`src/rtl/fp_op_sched.sv`:
```
// fp_op_sched: round-robin scheduler that feeds several requesters into one
// shared mul/add unit pair and returns tagged results through an in-order FIFO.
// Optional statistics counters are built when FP_OP_SCHED_STATS_EN is defined.
//
// Handshakes: a transfer happens on a channel in any cycle where valid and
// ready are both high at the rising edge; valid never depends on ready.
module fp_op_sched #(
    parameter int SIGN_W     = 1,
    parameter int EXPO_W     = 8,
    parameter int MANT_W     = 23,
    parameter int NUM_REQ    = 2,
    parameter int LAT        = 2,
    parameter int RESP_DEPTH = 4,
    localparam int W         = SIGN_W + EXPO_W + MANT_W,
    localparam int ID_W      = $clog2(NUM_REQ)
) (
    input  logic                   clk,
    input  logic                   rst,
    input  logic [NUM_REQ-1:0]     req_valid,
    output logic [NUM_REQ-1:0]     req_ready,
    input  logic [NUM_REQ-1:0]     req_op,
    input  logic [NUM_REQ*W-1:0]   req_a,
    input  logic [NUM_REQ*W-1:0]   req_b,
    input  logic [NUM_REQ*2-1:0]   req_rnd,
    output logic                   fu_valid,
    output logic                   fu_op,
    output logic [W-1:0]           fu_a,
    output logic [W-1:0]           fu_b,
    output logic [1:0]             fu_rnd,
    input  logic [W-1:0]           fu_res_mul,
    input  logic [W-1:0]           fu_res_add,
    output logic                   rsp_valid,
    input  logic                   rsp_ready,
    output logic [W-1:0]           rsp_res,
    output logic [ID_W-1:0]        rsp_id,
    output logic                   rsp_op
`ifdef FP_OP_SCHED_STATS_EN
    ,
    output logic [31:0]            stat_issue,
    output logic [31:0]            stat_stall
`endif
);

    localparam int CNT_W = $clog2(RESP_DEPTH + 1);
    localparam int PTR_W = $clog2(RESP_DEPTH);
    localparam int E_W   = W + ID_W + 1;

    // Round-robin candidate: requester k places after the pointer, wrapping.
    function automatic logic [ID_W-1:0] rr_idx(input logic [ID_W-1:0] base, input int k);
        int s;
        s = (int'(base) + k) % NUM_REQ;
        return ID_W'(s);
    endfunction

    logic [ID_W-1:0]  p_q, p_d;
    logic [CNT_W-1:0] out_q, out_d;
    logic             fu_valid_q, fu_valid_d;
    logic             fu_op_q, fu_op_d;
    logic [W-1:0]     fu_a_q, fu_a_d;
    logic [W-1:0]     fu_b_q, fu_b_d;
    logic [1:0]       fu_rnd_q, fu_rnd_d;
    logic [ID_W-1:0]  fu_id_q, fu_id_d;
    logic [LAT-1:0]   tv_q, tv_d;
    logic [LAT-1:0]   top_q, top_d;
    logic [ID_W-1:0]  tid_q [LAT];
    logic [ID_W-1:0]  tid_d [LAT];
    logic [E_W-1:0]   mem_q [RESP_DEPTH];
    logic [E_W-1:0]   mem_d [RESP_DEPTH];
    logic [PTR_W-1:0] wr_q, wr_d;
    logic [PTR_W-1:0] rd_q, rd_d;
    logic [CNT_W-1:0] cnt_q, cnt_d;

    logic             gnt_found;
    logic [ID_W-1:0]  gnt_idx;
    logic             accept;
    logic             push;
    logic             pop;
    logic [E_W-1:0]   push_data;
    logic             sel_op;
    logic [W-1:0]     sel_a;
    logic [W-1:0]     sel_b;
    logic [1:0]       sel_rnd;

    // Grant search and operand mux for the granted requester.
    always_comb begin
        gnt_found = 1'b0;
        gnt_idx   = '0;
        sel_op    = 1'b0;
        sel_a     = '0;
        sel_b     = '0;
        sel_rnd   = '0;
        for (int k = 0; k < NUM_REQ; k++) begin
            if (!gnt_found && req_valid[rr_idx(p_q, k)]) begin
                gnt_found = 1'b1;
                gnt_idx   = rr_idx(p_q, k);
            end
        end
        for (int i = 0; i < NUM_REQ; i++) begin
            if (gnt_idx == ID_W'(i)) begin
                sel_op  = req_op[i];
                sel_a   = req_a[i*W +: W];
                sel_b   = req_b[i*W +: W];
                sel_rnd = req_rnd[i*2 +: 2];
            end
        end
    end

    // Ready is only offered while a FIFO slot is reserved for the result.
    always_comb begin
        accept    = gnt_found && (out_q < CNT_W'(RESP_DEPTH)) && !rst;
        req_ready = '0;
        if (accept) req_ready[gnt_idx] = 1'b1;
        rsp_valid = (cnt_q != '0) && !rst;
        pop       = rsp_valid && rsp_ready;
        push      = tv_q[LAT-1];
        push_data = {(top_q[LAT-1] ? fu_res_add : fu_res_mul), tid_q[LAT-1], top_q[LAT-1]};
        if (cnt_q != '0) begin
            {rsp_res, rsp_id, rsp_op} = mem_q[rd_q];
        end else begin
            {rsp_res, rsp_id, rsp_op} = '0;
        end
    end

    // Next state: pointer, outstanding count, issue registers, tag pipe, FIFO.
    always_comb begin
        p_d        = p_q;
        out_d      = out_q;
        fu_valid_d = accept;
        fu_op_d    = fu_op_q;
        fu_a_d     = fu_a_q;
        fu_b_d     = fu_b_q;
        fu_rnd_d   = fu_rnd_q;
        fu_id_d    = fu_id_q;
        tv_d       = tv_q;
        top_d      = top_q;
        tid_d      = tid_q;
        mem_d      = mem_q;
        wr_d       = wr_q;
        rd_d       = rd_q;
        cnt_d      = cnt_q;

        if (accept) begin
            p_d      = rr_idx(gnt_idx, 1);
            fu_op_d  = sel_op;
            fu_a_d   = sel_a;
            fu_b_d   = sel_b;
            fu_rnd_d = sel_rnd;
            fu_id_d  = gnt_idx;
        end
        if (accept && !pop) out_d = out_q + CNT_W'(1);
        if (!accept && pop) out_d = out_q - CNT_W'(1);

        // Tag stage k holds the issue made k+1 cycles before fu_valid.
        tv_d[0]  = fu_valid_q;
        top_d[0] = fu_op_q;
        tid_d[0] = fu_id_q;
        for (int k = 1; k < LAT; k++) begin
            tv_d[k]  = tv_q[k-1];
            top_d[k] = top_q[k-1];
            tid_d[k] = tid_q[k-1];
        end

        if (push) begin
            mem_d[wr_q] = push_data;
            wr_d = (wr_q == PTR_W'(RESP_DEPTH - 1)) ? '0 : wr_q + PTR_W'(1);
        end
        if (pop) begin
            rd_d = (rd_q == PTR_W'(RESP_DEPTH - 1)) ? '0 : rd_q + PTR_W'(1);
        end
        if (push && !pop) cnt_d = cnt_q + CNT_W'(1);
        if (!push && pop) cnt_d = cnt_q - CNT_W'(1);
    end

    // State registers; reset discards everything in flight.
    always_ff @(posedge clk) begin
        if (rst) begin
            p_q        <= '0;
            out_q      <= '0;
            fu_valid_q <= 1'b0;
            fu_op_q    <= 1'b0;
            fu_a_q     <= '0;
            fu_b_q     <= '0;
            fu_rnd_q   <= '0;
            fu_id_q    <= '0;
            tv_q       <= '0;
            top_q      <= '0;
            for (int k = 0; k < LAT; k++) tid_q[k] <= '0;
            wr_q       <= '0;
            rd_q       <= '0;
            cnt_q      <= '0;
        end else begin
            p_q        <= p_d;
            out_q      <= out_d;
            fu_valid_q <= fu_valid_d;
            fu_op_q    <= fu_op_d;
            fu_a_q     <= fu_a_d;
            fu_b_q     <= fu_b_d;
            fu_rnd_q   <= fu_rnd_d;
            fu_id_q    <= fu_id_d;
            tv_q       <= tv_d;
            top_q      <= top_d;
            tid_q      <= tid_d;
            wr_q       <= wr_d;
            rd_q       <= rd_d;
            cnt_q      <= cnt_d;
        end
    end

    // FIFO storage needs no reset; occupancy alone decides what is visible.
    always_ff @(posedge clk) begin
        mem_q <= mem_d;
    end

    assign fu_valid = fu_valid_q;
    assign fu_op    = fu_op_q;
    assign fu_a     = fu_a_q;
    assign fu_b     = fu_b_q;
    assign fu_rnd   = fu_rnd_q;

`ifdef FP_OP_SCHED_STATS_EN
    logic [31:0] stat_issue_q, stat_issue_d;
    logic [31:0] stat_stall_q, stat_stall_d;

    // Wrapping counters of accepts and of cycles with demand but no accept.
    always_comb begin
        stat_issue_d = stat_issue_q + {31'b0, accept};
        stat_stall_d = stat_stall_q + {31'b0, ((|req_valid) && !accept)};
    end

    // Statistics registers.
    always_ff @(posedge clk) begin
        if (rst) begin
            stat_issue_q <= '0;
            stat_stall_q <= '0;
        end else begin
            stat_issue_q <= stat_issue_d;
            stat_stall_q <= stat_stall_d;
        end
    end

    assign stat_issue = stat_issue_q;
    assign stat_stall = stat_stall_q;
`endif

endmodule

```
`config.mk`:
```
export PLATFORM = sky130hd
export DESIGN_NAME = fp_op_sched
export DESIGN_NICKNAME = d
export VERILOG_FILES = /design/src/rtl/fp_op_sched.sv
export SDC_FILE = /design/constraint.sdc
export NUM_CORES = 1
export LEC_CHECK = 0
export CORE_MARGIN = 2
export CORE_UTILIZATION = 42
export DETAILED_ROUTE_END_ITERATION = 8
export GPL_TIMING_DRIVEN = 0
export PLACE_DENSITY = 0.77
export SLEW_MARGIN = 40
export SYNTH_ARGS = -nofsm -noshare
export SYNTH_HDL_FRONTEND = slang
export SYNTH_SLANG_ARGS = --single-unit
```
`constraint.sdc`:
```
create_clock -name clk -period 2.2 [get_ports clk]
set_input_delay 0.33 -clock clk [delete_from_list [all_inputs] [get_ports clk]]
set_output_delay 0.33 -clock clk [all_outputs]
set_load 0.01 [all_outputs]
```
==> impl_summary.txt <==
----------------------------------------------------
[Setup path]
  Launching element type of the critical path ... register
  Chain of cells forming the critical path ... buf_6 > buf_6 > mux4_2 > and2b_1 > dlygate4sd2_1
  Top Family by Delay on Critical Path ... buffers and inverters
  Worst setup EP type ... output port
  Most frequent cell on the critical path ... buf_6
  Buffer and inverter count on the worst path ... 3
  Data required time of the worst path ... 1.87 ns
  Stage delay of the slowest cell on the critical path ... 0.48 ns
  CP max FO ... 5
  Slowest-stage cell, CP ... mux4_2
  Reg2reg start ... cnt_q[1]
  Class of the most critical setup path ... reg -> out
  Data arrival at the endpoint of the critical path ... 2.04 ns
  Critical Path Start ... rd_q[0]

[Placed design]
  Post-Place Worst Slack ... -0.440 ns
  Buffers added on ports ... 304
  Count of placed standard cells including taps ... 1330
  Routability congestion estimate from global placement ... 0.909
  Sum of net half-perimeters after detailed placement ... 19400 µm

[Yosys]
  Synth Net Count ... 953
  Flip-flop and latch count after synthesis ... 222
  Count of distinct cell types in the synthesized netlist ... 35
  Cells after Synth ... 741
  Fraction of synthesized cell area in xor and xnor cells ... 0.00368
  Commonest register cell after synthesis ... edfxtp_1
  Largest family of logic cells by synthesized area ... simple AND/OR/NAND/NOR gates
  Simple-gate portion of the synthesized area ... 0.123
  Cell area after technology mapping ... 9520 µm²
  Share of the yosys chip area belonging to registers ... 0.610
  Compound-Gate Fraction of Synth Area ... 0.0882
  Share of flip-flops with an asynchronous set or reset after synthesis ... 0
  Number of warning messages in the yosys log ... 0
  EDFF count, synth ... 136
  Multiplexer area fraction after synthesis ... 0.120
  Syn Area/Cell ... 12.8 µm²
  Arithmetic-cell share of the synthesized area counting full adders, half adders and majority gates ... 0.0134

[STA]
  Final Slew Violations ... 0
  Hold Violations, Final ... 0
  Clock Skews ... 0.0100 ns
  RSZ-0062 raised after global routing ... true
  Worst setup slack after layout ... -0.166 ns
  Worst slew margin relative to its limit ... 0.594
  Worst hold-check slack ... 0.203 ns
  Setup TNS ... -3.74 ns
  Fmax ... 0.423 GHz
  Number of setup violations in the final report ... 34
  Final critical delay including setup and external delays ... 2.37 ns
  Slew of the pin with the lowest slew margin ... 0.609 ns
  Final worst path period share ... 1.08

[Min path]
  Tightest Hold Check Type ... in -> reg
  Worst min-delay path startpoint ... rst

[Die]
  Starting density of the core ... 0.424
  Area of the core ... 22400 µm²
  Die outline area ... 23900 µm²
  Die Width ... 155 µm
  Floorplan die height ... 155 µm
  Row count ... 55
  Top-level I/O count ... 308

[GRT]
  Global-route usage over all layers ... 0.230
  Wire length of the first global-routing pass ... 43100 µm
  Antenna violations before repair ... 0
  Global-route congestion overflow total ... 0
  Pin count of the biggest net entering global routing ... 35
  Vias in the first global route ... 7864

[Cells and area]
  Area occupied by registers ... 5820 µm²
  Area of the multi-input gates ... 3420 µm²
  Layout overhead on the synthesized area ... 47.6%
  Final net count ... 1301
  Cell Count, Final, Fillers Out ... 1392
  Share of layout cells above drive strength 1 ... 0.195
  Commonest cells after routing, fill and taps aside ... clkdlybuf4s50_1 (268), edfxtp_1 (136), dfxtp_1 (80)
  Leading cell type in the layout, fill and taps excluded ... clkdlybuf4s50_1
  Fillers ... 1793

[Run]
  Maximum Capacitance Violations ... 0

[Clocking]
  Number of buffers created by CTS ... 24
  Register clock-pin slew on the reported worst setup and hold paths ... 0.06 ns
  Number of H-tree branching levels ... 1
  Post-CTS Hold Fix Bufs ... 0
  Worst-case clock buffer depth ... 3
  Number of clock sinks ... 222
  CTS tree ... built
  Cell at the root of the clock tree ... clkbuf_16
  Worst-skew pair later-pin latency ... 0.51 ns

[Detailed routing]
  Number of DRC violations after detailed routing ... 0
  Detailed-route wire length ... 28200 µm
  Post-DR wirelength/cell ... 20.3 µm
  Routed Antenna Nets ... 0
  Initial DRT Pass Iterations ... 5
  Overall via count from detail_route ... 7790
  Via/cell ratio ... 5.60
  Number of design-rule violations left by the first detailed-router iteration ... 381

[Status]
  Outcome ... finished with violations
  Violations in the final reports ... setup timing

[Power and ir drop]
  Peak VDD IR ... 0.593 mV
  Leak Pwr ... 4.81 nW
  P per Cell Area ... 734 nW/µm²

----------------------------------------------------
==> metal layers <==
| metal | GRT usage | vias to the layer above | wire (µm) |
|---|---|---|---|
| met3 | 0.0681 | 58 | 2510 |
| met2 | 0.415 | 380 | 14600 |
| met4 | 0.0688 | 0 | 765 |
| met5 | 0 | - | 0 |
| met1 | 0.264 | 3783 | 10300 |
| li1 | - | 3569 | - |
==> report_power, final <==
group / switching (mW) / internal [mW] / total, mW
Combinational: 0.704 / 0.879 / 1.58
Clock: 1.60 / 2.52 / 4.12
Sequential: 0.0668 / 4.54 / 4.61
==> area by class of cell <==
| class | count | area share |
|---|---|---|
| inverters | 11 | 0.00294 |
| plain buffers | 75 | 0.0289 |
| clock buffers | 27 | 0.0451 |
| repair buffers | 325 | 0.227 |
| well taps | 285 | 0.0254 |
| clock inverters | 16 | 0.0126 |
| flip-flops and latches | 222 | 0.414 |
| diodes | 1 | 0.000178 |
| multi-input cells | 430 | 0.243 |
==> cell families (layout without fill, tap and decap cells) <==
family | after synthesis | in the layout
xor gates and xnor gates | 4 | 4
and+or+nand+nor | 202 | 202
muxes | 68 | 68
adders and majority gates | 9 | 9
other | 0 | 1
DFF | 222 | 222
buffers and inverters | 89 | 454
AOI/OAI and AO/OA | 147 | 147
==> path summary, 6_finish.rpt <==
kind | slack (ns) | end | cells after the start
worst min register to register | 0.45 | tv_q[1] | 1
worst min-delay path | 0.20 | tid_d[0] | 2
worst max register to register | 0.12 | cnt_q[2] | 10
worst max-delay path | -0.17 | rsp_res[31] | 5
==> sequential cells by signal, indices dropped and copies added (netlist names) <==
| signal | flops |
|---|---|
| fu_rnd | 2 |
| rd_q | 2 |
| out_q | 3 |
| tid_d | 1 |
| wr_q | 2 |
| fu_op | 1 |
| fu_b | 32 |
| fu_a | 32 |
| tv_q | 2 |
| fu_id_q | 1 |
| mem_q | 136 |
| cnt_q | 3 |
| push_data | 1 |
| fu_valid | 1 |
| p_q | 1 |
| top_q | 2 |
==> stage by stage <==
step | total power [mW] | util | area [µm²]
finish | 10.3 | 0.626 | 14000
global route | 10.7 | 0.626 | 14000
CTS | 10.4 | 0.627 | 14100
detailed placement | 6.17 | 0.577 | 12900
global placement | 6.15 | 0.576 | 12900
floorplan | 5.32 | - | 9520
==> cell usage after synthesis (2+ instances only) <==
library cell / instances / area, µm²
a21oi_1: 7 / 35.0
a31oi_1: 67 / 419
and2_1: 5 / 31.3
and2b_1: 15 / 113
buf_1: 3 / 11.3
buf_2: 24 / 120
buf_4: 7 / 52.6
clkbuf_1: 42 / 158
dfxtp_1: 86 / 1720
edfxtp_1: 136 / 4080
fa_1: 2 / 40.0
ha_1: 7 / 87.6
inv_1: 11 / 41.3
mux2_2: 32 / 360
mux2i_1: 2 / 20.0
mux4_2: 34 / 766
nand2_1: 2 / 7.51
nand3_1: 67 / 335
nand4_1: 67 / 419
nor2_1: 11 / 41.3
nor2_2: 2 / 12.5
nor2b_1: 25 / 156
o21ai_0: 70 / 350
or3_1: 3 / 18.8
xor2_1: 4 / 35.0
==> worst reg2reg max path, cell delays in order (launching register included) <==
cell     delay [ns]
dfxtp_4        0.37
nor3_4         0.06
buf_4          0.14
nor2_2         0.09
and2_4         0.16
ha_2           0.18
inv_1          0.05
fa_1           0.37
xor2_1         0.16
or3_1          0.31
a21oi_1        0.13
==> timing repair <==
action	4_1_cts	5_1_grt
resized for setup	196	17
buffers inserted	17	3
pin swaps	3	5
endpoints found under the setup margin	41	37
cloned	3	0
Note: power is estimated with default switching activity, not from simulation.
